**config.mk**
```make
export PLATFORM = sky130hd
export DESIGN_NAME = aud_stream_mixer
export DESIGN_NICKNAME = d
export VERILOG_FILES = /design/src/rtl/aud_stream_mixer.sv
export SDC_FILE = /design/constraint.sdc
export NUM_CORES = 1
export LEC_CHECK = 0
export BUFFER_PORTS_ARGS = -buffer_cell sky130_fd_sc_hd__clkbuf_2
export CORE_MARGIN = 3
export CORE_UTILIZATION = 40
export CTS_CLUSTER_SIZE = 20
export DETAILED_ROUTE_END_ITERATION = 12
export GPL_TIMING_DRIVEN = 1
export REMOVE_ABC_BUFFERS = 1
export SYNTH_ARGS = -nofsm -noshare
export SYNTH_HDL_FRONTEND = slang
export SYNTH_SLANG_ARGS = --single-unit
```
**constraint.sdc**
```tcl
create_clock -name s00_axis_aud_aclk -period 4.6 [get_ports s00_axis_aud_aclk]
set_clock_uncertainty 0.1 [all_clocks]
set_input_delay 0.46 -clock s00_axis_aud_aclk [delete_from_list [all_inputs] [get_ports s00_axis_aud_aclk]]
set_output_delay 0.46 -clock s00_axis_aud_aclk [all_outputs]
set_load 0.005 [all_outputs]
```
**src/rtl/aud_stream_mixer.sv**
```systemverilog
// aud_stream_mixer: collects one signed sample per voice slot from an AXI-Stream
// style input, then on each sample_tick sums every pending slot sequentially
// (one slot per clock) and presents a saturated mix with the contributing mask.
module aud_stream_mixer #(
    parameter int NUM_VOICES = 8,
    parameter int SAMPLE_W   = 24,
    parameter int ACC_W      = SAMPLE_W + $clog2(NUM_VOICES)
) (
    input  logic                  s00_axis_aud_aclk,
    input  logic                  s00_axis_aud_aresetn,
    input  logic [31:0]           s00_axis_aud_tdata,
    input  logic [2:0]            s00_axis_aud_tid,
    input  logic                  s00_axis_aud_tvalid,
    output logic                  s00_axis_aud_tready,
    input  logic                  sample_tick,
    input  logic                  status_clr,
    output logic [SAMPLE_W-1:0]   mix_data,
    output logic                  mix_valid,
    output logic [NUM_VOICES-1:0] mix_mask,
    output logic                  overwrite_err,
    output logic                  tid_err,
    output logic                  overrun_err
);

    localparam int IDX_W = (NUM_VOICES > 1) ? $clog2(NUM_VOICES) : 1;

    // Saturation bounds of the output sample, expressed at accumulator width.
    localparam logic signed [ACC_W-1:0] SAT_MAX =
        $signed({{(ACC_W-SAMPLE_W+1){1'b0}}, {(SAMPLE_W-1){1'b1}}});
    localparam logic signed [ACC_W-1:0] SAT_MIN =
        $signed({{(ACC_W-SAMPLE_W+1){1'b1}}, {(SAMPLE_W-1){1'b0}}});

    typedef enum logic [1:0] {
        ST_ACCEPT = 2'd0,
        ST_SUM    = 2'd1,
        ST_OUT    = 2'd2
    } state_t;

    // Sign-extend one slot sample to accumulator width.
    function automatic logic [ACC_W-1:0] sext_fn(input logic [SAMPLE_W-1:0] s);
        sext_fn = ACC_W'($signed(s));
    endfunction

    // Clamp the accumulator into the signed output sample range.
    function automatic logic [SAMPLE_W-1:0] sat_fn(input logic [ACC_W-1:0] a);
        logic signed [ACC_W-1:0] sa;
        sa = $signed(a);
        if (sa > SAT_MAX) begin
            sat_fn = {1'b0, {(SAMPLE_W-1){1'b1}}};
        end else if (sa < SAT_MIN) begin
            sat_fn = {1'b1, {(SAMPLE_W-1){1'b0}}};
        end else begin
            sat_fn = a[SAMPLE_W-1:0];
        end
    endfunction

    state_t                                 state_q, state_d;
    logic                                   tready_q, tready_d;
    logic [NUM_VOICES-1:0]                  pending_q, pending_d;
    logic [NUM_VOICES-1:0]                  mask_q, mask_d;
    logic [NUM_VOICES-1:0][SAMPLE_W-1:0]    slot_q, slot_d;
    logic [ACC_W-1:0]                       acc_q, acc_d;
    logic [IDX_W-1:0]                       idx_q, idx_d;
    logic [SAMPLE_W-1:0]                    mix_data_q, mix_data_d;
    logic [NUM_VOICES-1:0]                  mix_mask_q, mix_mask_d;
    logic                                   mix_valid_q, mix_valid_d;
    logic                                   overwrite_err_q, overwrite_err_d;
    logic                                   tid_err_q, tid_err_d;
    logic                                   overrun_err_q, overrun_err_d;

    logic                                   xfer_s;
    logic                                   tid_bad_s;
    logic                                   good_xfer_s;
    logic [NUM_VOICES-1:0]                  wr_sel_s;
    logic                                   ov_set_s;
    logic                                   tid_set_s;
    logic                                   orun_set_s;
    logic                                   unused_tdata_s;

    // Upper tdata bits carry no audio and are intentionally dropped.
    assign unused_tdata_s = ^s00_axis_aud_tdata[31:SAMPLE_W];

    assign xfer_s      = s00_axis_aud_tvalid & tready_q;
    assign tid_bad_s   = ({29'd0, s00_axis_aud_tid} >= 32'(NUM_VOICES));
    assign good_xfer_s = xfer_s & ~tid_bad_s;
    assign ov_set_s    = good_xfer_s & (|(pending_q & wr_sel_s));
    assign tid_set_s   = xfer_s & tid_bad_s;
    assign orun_set_s  = sample_tick & (state_q != ST_ACCEPT);

    // One-hot decode of the incoming tid onto the slot array.
    always_comb begin
        wr_sel_s = '0;
        for (int i = 0; i < NUM_VOICES; i++) begin
            wr_sel_s[i] = ({29'd0, s00_axis_aud_tid} == 32'(i));
        end
    end

    // Next-state, datapath and sticky-status logic of the collect/sum/output FSM.
    always_comb begin
        state_d         = state_q;
        tready_d        = 1'b0;
        pending_d       = pending_q;
        mask_d          = mask_q;
        slot_d          = slot_q;
        acc_d           = acc_q;
        idx_d           = idx_q;
        mix_data_d      = mix_data_q;
        mix_mask_d      = mix_mask_q;
        mix_valid_d     = 1'b0;
        // A set event on the same edge as status_clr takes priority.
        overwrite_err_d = (overwrite_err_q & ~status_clr) | ov_set_s;
        tid_err_d       = (tid_err_q & ~status_clr) | tid_set_s;
        overrun_err_d   = (overrun_err_q & ~status_clr) | orun_set_s;

        case (state_q)
            ST_ACCEPT: begin
                if (good_xfer_s) begin
                    for (int i = 0; i < NUM_VOICES; i++) begin
                        if (wr_sel_s[i]) begin
                            slot_d[i]    = s00_axis_aud_tdata[SAMPLE_W-1:0];
                            pending_d[i] = 1'b1;
                        end else begin
                            slot_d[i]    = slot_q[i];
                        end
                    end
                end else begin
                    pending_d = pending_q;
                end
                if (sample_tick) begin
                    // Snapshot includes a beat landing on this same edge.
                    mask_d   = pending_d;
                    acc_d    = '0;
                    idx_d    = '0;
                    state_d  = ST_SUM;
                    tready_d = 1'b0;
                end else begin
                    tready_d = 1'b1;
                end
            end
            ST_SUM: begin
                if (mask_q[idx_q]) begin
                    acc_d = acc_q + sext_fn(slot_q[idx_q]);
                end else begin
                    acc_d = acc_q;
                end
                pending_d[idx_q] = 1'b0;
                if (idx_q == IDX_W'(NUM_VOICES - 1)) begin
                    state_d = ST_OUT;
                    idx_d   = idx_q;
                end else begin
                    idx_d   = idx_q + IDX_W'(1);
                end
            end
            ST_OUT: begin
                mix_data_d  = sat_fn(acc_q);
                mix_mask_d  = mask_q;
                mix_valid_d = 1'b1;
                state_d     = ST_ACCEPT;
                tready_d    = 1'b1;
            end
            default: begin
                state_d  = ST_ACCEPT;
                tready_d = 1'b0;
            end
        endcase
    end

    // State and output registers with synchronous active-low reset.
    always_ff @(posedge s00_axis_aud_aclk) begin
        if (!s00_axis_aud_aresetn) begin
            state_q         <= ST_ACCEPT;
            tready_q        <= 1'b0;
            pending_q       <= '0;
            mask_q          <= '0;
            slot_q          <= '0;
            acc_q           <= '0;
            idx_q           <= '0;
            mix_data_q      <= '0;
            mix_mask_q      <= '0;
            mix_valid_q     <= 1'b0;
            overwrite_err_q <= 1'b0;
            tid_err_q       <= 1'b0;
            overrun_err_q   <= 1'b0;
        end else begin
            state_q         <= state_d;
            tready_q        <= tready_d;
            pending_q       <= pending_d;
            mask_q          <= mask_d;
            slot_q          <= slot_d;
            acc_q           <= acc_d;
            idx_q           <= idx_d;
            mix_data_q      <= mix_data_d;
            mix_mask_q      <= mix_mask_d;
            mix_valid_q     <= mix_valid_d;
            overwrite_err_q <= overwrite_err_d;
            tid_err_q       <= tid_err_d;
            overrun_err_q   <= overrun_err_d;
        end
    end

    assign s00_axis_aud_tready = tready_q;
    assign mix_data            = mix_data_q;
    assign mix_mask            = mix_mask_q;
    assign mix_valid           = mix_valid_q;
    assign overwrite_err       = overwrite_err_q;
    assign tid_err             = tid_err_q;
    assign overrun_err         = overrun_err_q;

endmodule
```
==> flow_metrics.env, run 1 <==
export IMPL_p_leak_nw=5.17
export IMPL_cts_buffers=30
export IMPL_worstMarginPinSlew_ns=1.03
export IMPL_postRouteAntennaNets=0
export IMPL_synth_top_family_by_area="compound AO/OA/AOI/OAI gates"
export IMPL_clk_root_buffer_cell="clkbuf_16"
export IMPL_max_freq_ghz=0.230
export IMPL_stdcell_area_um2=14500
export IMPL_final_cell_mix="450 x nand2_1, 277 x dfxtp_1, 213 x a21boi_0, 95 x a22oi_1, 67 x clkbuf_2"
export IMPL_drv_cap=0
export IMPL_clock_latency_ns=0.55
export IMPL_port_buffers=68
export IMPL_htree_levels=1
export IMPL_synth_area_mux_share_pct=0.418
export IMPL_path_max_fanout=15
export IMPL_crit_slowest_cell="dfxtp_1"
export IMPL_synth_top_flop_cell="dfxtp_1"
export IMPL_final_layout_size_suffix_gt1_share_pct=10.3
export IMPL_min_period_over_period_pct=94.5
export IMPL_core_region_area_um2=31600
export IMPL_min_path_type="primary input to flop"
export IMPL_wire_per_inst_um=19.0
export IMPL_viasPerCell=5.60
export IMPL_final_util_pct=45.8
export IMPL_clock_path_buffers=3
export IMPL_nets=1670
export IMPL_place_area_um2=13500
export IMPL_fin_setup_tns_ns=0
export IMPL_ios=77
export IMPL_ys_ff_latch=277
export IMPL_hold_viol=0
export IMPL_cts_tree="done"
export IMPL_crit_type="flop to flop"
export IMPL_avgSynthCellArea_um2=8.04
export IMPL_synth_area_um2=12900
export IMPL_cp_start_kind="flop"
export IMPL_path_clk_slew_ns=0.06
export IMPL_grt_max_degree=162
export IMPL_hpwl_um=22700
export IMPL_async_flop_share_pct=0
export IMPL_grt_overflow=0
export IMPL_num_vias=11352
export IMPL_ys_types=60
export IMPL_drtPass1Iterations=5
export IMPL_cts_sink_count=277
export IMPL_remaining_drc_errors=0
export IMPL_maxSlewHeadroom_pct=31.6
export IMPL_status="finished, final reports clean"
export IMPL_routed_wl_um=38400
export IMPL_synth_adder_area_share_pct=2.88
export IMPL_ys_warn_count=0
export IMPL_final_common_cell="nand2_1"
export IMPL_powerDensity_nw_per_um2=343
export IMPL_rsz0062_at_grt="false"
export IMPL_synth_edff_count=0
export IMPL_ir_drop_mv=0.268
export IMPL_synth_xor_area_share_pct=1.56
export IMPL_endpoint_kind="flop"
export IMPL_diodes=0
export IMPL_period_needed_ns=4.35
export IMPL_cp_arrival_ns=4.70
export IMPL_synth_compound_area_share_pct=26.4
export IMPL_grt_pass1_wl_um=59900
export IMPL_track_usage_pct=21.9
export IMPL_initial_core_util_pct=40.7
export IMPL_areaGrowthSynthToFinish_pct=12.4
export IMPL_path_common_cell="buf_4"
export IMPL_drt_initial_drc_count=1007
export IMPL_cp_required_ns=4.95
export IMPL_antenna_found_initial=2
export IMPL_synth_simple_gate_area_share_pct=21.0
export IMPL_syn_instance_count=1603
export IMPL_worstPathCellList="nand2b_1 -> nor2_2 -> buf_4 -> a22oi_1 -> nand4_1 -> ha_1 -> a21o_1 -> a21o_2 -> a221o_1 -> a31oi_1 -> buf_4 -> o221ai_1 -> xor2_1 -> a22o_1"
export IMPL_core_rowCount=65
export IMPL_die_h_um=185
export IMPL_die_area_um2=34400
export IMPL_grt_pass1_vias=10602
export IMPL_ys_seq_area_share_pct=43.1
export IMPL_gp_congestion=0.884
export IMPL_die_x_um=185
export IMPL_cp_slowest_stage_delay_ns=0.71
export IMPL_slew_violations=0
export IMPL_finalSetupViolCount=0
## cells in the mapped netlist (28+ instances only)
| cell | n | area share (%) |
|---|---|---|
| nand4_1 | 28 | 1.4 |
| o21ai_0 | 46 | 1.8 |
| ha_1 | 28 | 2.7 |
| buf_2 | 29 | 1.1 |
| nor2_1 | 65 | 1.9 |
| dfxtp_1 | 277 | 43 |
| nand2_1 | 450 | 13 |
| a21oi_1 | 58 | 2.3 |
| a21boi_0 | 213 | 12 |
| clkbuf_1 | 100 | 2.9 |
| a22oi_1 | 95 | 5.5 |
## worst max-delay path, delay by kind of cell (launching register included)
| kind | cells | cell delay, ns |
|---|---|---|
| flip-flops | 1 | 0.71 |
| adder cells (fa/ha/maj) | 1 | 0.35 |
| XOR/XNOR | 1 | 0.17 |
| AND/OR/NAND/NOR | 3 | 1.03 |
| buffers and inverters | 2 | 0.54 |
| AO/OA/AOI/OAI | 7 | 1.36 |
## registers in the layout (all words and copies together) (netlist names), 2 cells and up
name	flops
mask_q	8
state_q	2
idx_q	3
pending_q	8
mix_data	24
slot_q	192
mix_mask	8
acc_q	27
## logic make-up (layout without fill, tap and decap cells)
logic type,after synthesis,count (layout)
AND/OR/NAND/NOR,642,642
AO/OA/AOI/OAI,484,484
flip-flops,277,277
buffers and inverters,144,166
adder cells (fa/ha/maj),29,29
XOR/XNOR,23,23
multiplexers,4,4
## path summary, 6_finish.rpt
check,start,end,slack [ns],cells after the start
max,idx_q[1],acc_q[24],0.25,14
min,sample_tick,overrun_err,0.12,3
max reg2reg,idx_q[1],acc_q[24],0.25,14
min reg2reg,tid_err,tid_err,0.33,2
## per-stage QoR
stage	cells	hold WS [ns]	power (mW)	setup slack, ns
detailed placement	1970	0.323	2.70	0.360
finish	2027	0.115	4.97	0.251
global route	2027	0.121	5.14	0.0759
CTS	2027	0.0995	5.02	0.357
floorplan	1466	0.326	2.57	0.266
global placement	1970	0.315	2.70	0.380
## per-layer routing
layer  track usage, %  wire length [µm]  part of all wire, %
met5                0                27                0.070
met4             5.16               699                  1.8
met3             3.79              2600                  6.8
met2             35.4             17400                   45
met1             30.7             17700                   46
## cell type report
type / instances / area, µm²
Clock buffer: 49 / 903
Sequential cell: 277 / 5550
Clock inverter: 7 / 37.5
Tap cell: 402 / 503
Fill cell: 3135 / 17200
Timing Repair Buffer: 103 / 649
Multi-Input combinational cell: 1182 / 6810
Inverter: 7 / 26.3
## repair_timing
| action | CTS | global route |
|---|---|---|
| hold buffers | 1 | 0 |
| buffers inserted | 0 | 0 |
| endpoints found under the hold margin | 1 | 0 |
| gates resized for setup | 0 | 0 |
## where the power goes
group,internal (mW),switching (mW)
Sequential,2.42,0.0153
Combinational,0.0731,0.149
Clock,1.33,0.987
(Power assumes the default switching activity.)
==> run 2, diff against run 1 <==
--- a/config.mk
+++ b/config.mk
@@ -7,11 +7,11 @@
 export LEC_CHECK = 0
 export BUFFER_PORTS_ARGS = -buffer_cell sky130_fd_sc_hd__clkbuf_2
 export CORE_MARGIN = 3
-export CORE_UTILIZATION = 40
+export CORE_UTILIZATION = 61
 export CTS_CLUSTER_SIZE = 20
 export DETAILED_ROUTE_END_ITERATION = 12
 export GPL_TIMING_DRIVEN = 1
-export REMOVE_ABC_BUFFERS = 1
+export PLACE_DENSITY = 0.8
 export SYNTH_ARGS = -nofsm -noshare
 export SYNTH_HDL_FRONTEND = slang
 export SYNTH_SLANG_ARGS = --single-unit
==> run 2 against run 1 <==
  * Core utilization increased by 24 points
  * Sequential power about the same
  * Fmax increased by 0.21%
  * Final cell count decreased by 7.2%
  * Sequential share of layout area increased by 0.64 points
  * Flip-flop and latch count unchanged
  * Largest cell class unchanged
==> flow_metrics.env, run 2 (synthesis gave the netlist of run 1 again) <==
export IMPL_wire_per_inst_um=18.8
export IMPL_maxSlewHeadroom_pct=16.9
export IMPL_final_common_cell="nand2_1"
export IMPL_worstPathCellList="and3_1 -> a22oi_1 -> nand4_1 -> ha_1 -> a21oi_1 -> o211ai_2 -> a31oi_1 -> o221ai_1 -> a41o_1 -> or3_1 -> a32o_1"
export IMPL_fin_setup_tns_ns=0
export IMPL_path_max_fanout=16
export IMPL_r2r_start="idx_q[2]"
export IMPL_finalSetupViolCount=0
export IMPL_ir_drop_mv=0.326
export IMPL_core_rowCount=52
export IMPL_cts_resized=0
export IMPL_clk_root_buffer_cell="clkbuf_16"
export IMPL_die_h_um=151
export IMPL_drv_cap=0
export IMPL_grt_max_degree=264
export IMPL_holdPathStages=3
export IMPL_cts_buffers=28
export IMPL_postRouteAntennaNets=0
export IMPL_endpoint_kind="flop"
export IMPL_hpwl_um=21500
export IMPL_port_buffers=68
export IMPL_path_clk_slew_ns=0.06
export IMPL_crit_type="flop to flop"
export IMPL_grt_overflow=0
export IMPL_areaGrowthSynthToFinish_pct=10.5
export IMPL_period_needed_ns=4.34
export IMPL_track_usage_pct=30.2
export IMPL_p_leak_nw=5.14
export IMPL_grt_pass1_vias=10582
export IMPL_clock_path_buffers=3
export IMPL_die_area_um2=22900
export IMPL_holdBufCountCts=1
export IMPL_drt_initial_drc_count=1042
export IMPL_cp_required_ns=4.93
export IMPL_min_path_type="primary input to flop"
export IMPL_antenna_found_initial=0
export IMPL_nets=1665
export IMPL_gp_congestion=0.902
export IMPL_nFillCells=1682
export IMPL_final_layout_size_suffix_gt1_share_pct=9.86
export IMPL_status="finished, final reports clean"
export IMPL_clock_latency_ns=0.54
export IMPL_hp_start="s00_axis_aud_tvalid"
export IMPL_cp_arrival_ns=4.67
export IMPL_remaining_drc_errors=0
export IMPL_max_freq_ghz=0.230
export IMPL_cp_start_kind="flop"
export IMPL_final_cell_mix="450 x nand2_1, 277 x dfxtp_1, 213 x a21boi_0, 95 x a22oi_1, 67 x clkbuf_2"
export IMPL_cts_tree="done"
export IMPL_drtPass1Iterations=6
export IMPL_initial_core_util_pct=62.9
export IMPL_routed_wl_um=35300
export IMPL_reg2regPathDepth=11
export IMPL_ios=77
export IMPL_setup_ws_ns=0.260
export IMPL_r2r_end="acc_q[23]"
export IMPL_rrSetupSlack_ns=0.26
export IMPL_min_period_over_period_pct=94.3
export IMPL_diodes=0
export IMPL_worstMarginPinSlew_ns=1.24
export IMPL_cts_sink_count=277
export IMPL_hold_path_end="overwrite_err"
export IMPL_crit_slowest_cell="and3_1"
export IMPL_cp_slowest_stage_delay_ns=0.90
export IMPL_powerDensity_nw_per_um2=347
export IMPL_viasPerCell=6.12
export IMPL_post_cts_buffers=0
export IMPL_num_vias=11525
export IMPL_core_region_area_um2=20500
export IMPL_regMostFlops="slot_q"
export IMPL_die_x_um=151
export IMPL_rsz0062_at_grt="false"
export IMPL_syn_nets=1672
export IMPL_hold_viol=0
export IMPL_htree_levels=1
export IMPL_slew_violations=0
export IMPL_largest_reg_flops=192
export IMPL_path_buf_inv=0
export IMPL_dp_slack_ns=0.427
export IMPL_crit_family="compound AO/OA/AOI/OAI gates"
export IMPL_grt_pass1_wl_um=55900
==> run 2: report_power, final <==
group	internal (mW)	total (mW)	switching, mW
Sequential	2.42	2.43	0.0146
Clock	1.37	2.30	0.922
Combinational	0.0729	0.216	0.143
Total	3.86	4.94	1.08
==> run 2: tightest hold or removal path: stages <==
cell	delay, ns
clkbuf_2	0.10
o211ai_1	0.07
a21boi_0	0.08
==> run 2: cell type report <==
class	instances	area, µm²	share of cell area [%]
tap	270	338	2.37
multi-input combinational	1182	6790	47.7
timing repair buffer	100	623	4.38
inverter	7	26.3	0.185
clock buffer	41	810	5.69
clock inverter	5	111	0.782
sequential	277	5550	38.9
==> run 2: worst max path at each step <==
stage,depth (start not counted),to,from
6_report,11,acc_q[23],idx_q[2]
5_1_grt,11,acc_q[23],idx_q[2]
4_1_cts,13,acc_q[24],idx_q[2]
3_5_place_dp,13,acc_q[24],idx_q[1]
3_3_place_gp,13,acc_q[24],idx_q[2]
2_1_floorplan,14,acc_q[23],idx_q[0]
==> run 2: per-layer routing <==
layer | routed length, µm | GRT usage, % | share of wire (%)
met1 | 15200 | 42.1 | 43
met2 | 16200 | 49.0 | 46
met3 | 2980 | 4.55 | 8.4
met4 | 959 | 8.34 | 2.7
met5 | 0 | 0 | 0
==> run 2: metrics by stage <==
step	hold slack, ns	instance area (µm²)	utilization (%)	power (mW)	std cells
finish	0.119	14200	69.5	4.94	1882
global route	0.146	14200	69.5	5.08	1882
CTS	0.108	14200	69.5	4.97	1882
detailed placement	0.322	13300	64.9	2.69	1835
global placement	0.317	13300	64.9	2.69	1835
floorplan	0.326	12900	-	2.63	1603
==> run 3, diff against run 2 <==
--- a/config.mk
+++ b/config.mk
@@ -7,11 +7,10 @@
 export LEC_CHECK = 0
 export BUFFER_PORTS_ARGS = -buffer_cell sky130_fd_sc_hd__clkbuf_2
 export CORE_MARGIN = 3
-export CORE_UTILIZATION = 61
+export CORE_UTILIZATION = 34
 export CTS_CLUSTER_SIZE = 20
 export DETAILED_ROUTE_END_ITERATION = 12
 export GPL_TIMING_DRIVEN = 1
-export PLACE_DENSITY = 0.8
 export SYNTH_ARGS = -nofsm -noshare
 export SYNTH_HDL_FRONTEND = slang
 export SYNTH_SLANG_ARGS = --single-unit
==> constraint.sdc (replaced) <==
create_clock -name s00_axis_aud_aclk -period 4.6 [get_ports s00_axis_aud_aclk]
set_clock_uncertainty 0.1 [all_clocks]
set_input_delay 0.46 -clock s00_axis_aud_aclk [delete_from_list [all_inputs] [get_ports s00_axis_aud_aclk]]
set_output_delay 0.46 -clock s00_axis_aud_aclk [all_outputs]
set_load 0.02 [all_outputs]
==> run 3 against run 2 <==
  * Sequential share of layout area decreased by 1.2 points
  * Wire length is 8.0% higher
  * Non-clock buffer count down 1
  * Total power grew 6.7%
  * Highest routed layer is now met5
==> flow_metrics.env, run 3 (synthesis gave the netlist of run 1 again) <==
export IMPL_status="finished, final reports clean"
export IMPL_cp_arrival_ns=4.57
export IMPL_drv_cap=0
export IMPL_clock_path_buffers=3
export IMPL_worstMarginPinSlew_ns=1.11
export IMPL_slew_violations=0
export IMPL_grt_pass1_wl_um=60700
export IMPL_htree_levels=1
export IMPL_areaGrowthSynthToFinish_pct=14.1
export IMPL_drt_initial_drc_count=899
export IMPL_finalSetupViolCount=0
export IMPL_path_max_fanout=15
export IMPL_path_clk_slew_ns=0.06
export IMPL_cp_required_ns=4.94
export IMPL_final_common_cell="nand2_1"
export IMPL_gp_congestion=0.877
export IMPL_endpoint_kind="flop"
export IMPL_antenna_found_initial=2
export IMPL_die_h_um=201
export IMPL_p_leak_nw=5.23
export IMPL_hold_viol=0
export IMPL_min_path_type="primary input to flop"
export IMPL_ios=77
export IMPL_final_layout_size_suffix_gt1_share_pct=10.6
export IMPL_cts_buffers=30
export IMPL_largest_reg_flops=192
export IMPL_hold_ws_ns=0.120
export IMPL_diodes=0
export IMPL_cp_start_kind="flop"
export IMPL_initial_core_util_pct=34.9
export IMPL_port_buffers=68
export IMPL_grt_pass1_vias=10829
export IMPL_final_cell_mix="450 x nand2_1, 277 x dfxtp_1, 213 x a21boi_0, 95 x a22oi_1, 67 x clkbuf_2"
export IMPL_wire_per_inst_um=17.9
export IMPL_num_vias=11156
export IMPL_period_needed_ns=4.23
export IMPL_regMostFlops="slot_q"
export IMPL_top_usage_layer="met2"
export IMPL_ir_drop_mv=0.177
export IMPL_rsz0062_at_grt="false"
export IMPL_grt_met2_usage_pct=29.6
export IMPL_viasPerCell=5.25
export IMPL_die_x_um=201
export IMPL_grt_use_met3_pct=3.13
export IMPL_dp_slack_ns=0.418
export IMPL_fin_setup_tns_ns=0
export IMPL_syn_nets=1672
export IMPL_use_met1_pct=25.6
export IMPL_clk_root_buffer_cell="clkbuf_16"
export IMPL_power_mw=5.27
export IMPL_cts_sink_count=277
export IMPL_nets=1666
export IMPL_powerDensity_nw_per_um2=359
export IMPL_core_rowCount=70
export IMPL_post_cts_buffers=0
export IMPL_track_usage_pct=18.4
export IMPL_hpwl_um=23800
export IMPL_crit_type="flop to flop"
export IMPL_core_region_area_um2=37000
export IMPL_min_period_over_period_pct=92.0
export IMPL_routed_wl_um=38100
export IMPL_max_freq_ghz=0.236
export IMPL_setup_ws_ns=0.367
export IMPL_cts_tree="done"
export IMPL_grt_max_degree=137
export IMPL_remaining_drc_errors=0
export IMPL_clock_latency_ns=0.55
export IMPL_postRouteAntennaNets=0
export IMPL_drtPass1Iterations=5
export IMPL_maxSlewHeadroom_pct=26.1
export IMPL_grt_overflow=0
export IMPL_die_area_um2=40300
-- run 3: changes by cell type in the layout (fill, tap and decap cells not counted) --
| cell | change |
|---|---|
| clkinv_2 | +5 |
| clkbuf_1 | -3 |
| clkbuf_16 | +3 |
| clkbuf_8 | +3 |
| nor2_2 | -3 |
| nor2_4 | +3 |
| buf_12 | -2 |
| bufinv_16 | +2 |
| nand3_1 | -2 |
| nand3_2 | +2 |
| buf_6 | +1 |
| clkinv_8 | -1 |
-- run 3: worst max-delay path, stage by stage, from the launching register on --
cell and delay (ns):
dfxtp_1 0.46, nand2b_1 0.32, nor2_2 0.61, buf_4 0.29, a22oi_1 0.09, nand4_1 0.22, ha_1 0.35, a21oi_1 0.23
o21ai_0 0.17, a221o_1 0.34, a31oi_1 0.36, o221ai_1 0.23, xor2_1 0.17, a22o_1 0.18
-- run 3: report_power, final --
part / switching (mW) / internal (mW) / leakage [nW] / total, mW
Clock: 0.974 / 1.65 / 0.546 / 2.62
Sequential: 0.0147 / 2.42 / 2.23 / 2.43
Combinational: 0.150 / 0.0721 / 2.45 / 0.222
Total: 1.14 / 4.13 / 5.23 / 5.27
-- run 3: metrics by stage --
stage,cell area (µm²),cells,utilization [%]
after floorplan,12900,1603,-
after global placement,13600,2068,36.8
after detailed placement,13600,2068,36.8
after CTS,14700,2124,39.8
after global routing,14700,2124,39.8
final,14700,2124,39.8
-- run 3: path summary, 6_finish.rpt --
kind                            depth (start not counted)  slack (ns)             to                start
worst max-delay path                                   13        0.37      acc_q[24]             idx_q[2]
worst max register to register                         13        0.37      acc_q[24]             idx_q[2]
worst min-delay path                                    3        0.12  overwrite_err  s00_axis_aud_tvalid
worst min register to register                          2        0.33        tid_err              tid_err
-- run 3: repair_timing --
action,4_1_cts,5_1_grt
gates resized for setup,0,0
hold buffers,1,0
hold endpoints to repair,1,0
-- run 3: final cells by class --
type / count / area [µm²]
Clock buffer: 44 / 915
Clock inverter: 11 / 180
Fill cell: 3805 / 22300
Inverter: 7 / 26.3
Multi-Input combinational cell: 1182 / 6810
Sequential cell: 277 / 5550
Tap cell: 504 / 631
Timing Repair Buffer: 99 / 594
-- run 3: per-layer routing --
| metal | part of all wire [%] | vias to the layer above | wire length [µm] |
|---|---|---|---|
| met2 | 44 | 341 | 16900 |
| li1 | - | 5518 | - |
| met5 | 0.073 | - | 28 |
| met4 | 2.5 | 4 | 959 |
| met3 | 7.0 | 74 | 2680 |
| met1 | 46 | 5219 | 17500 |
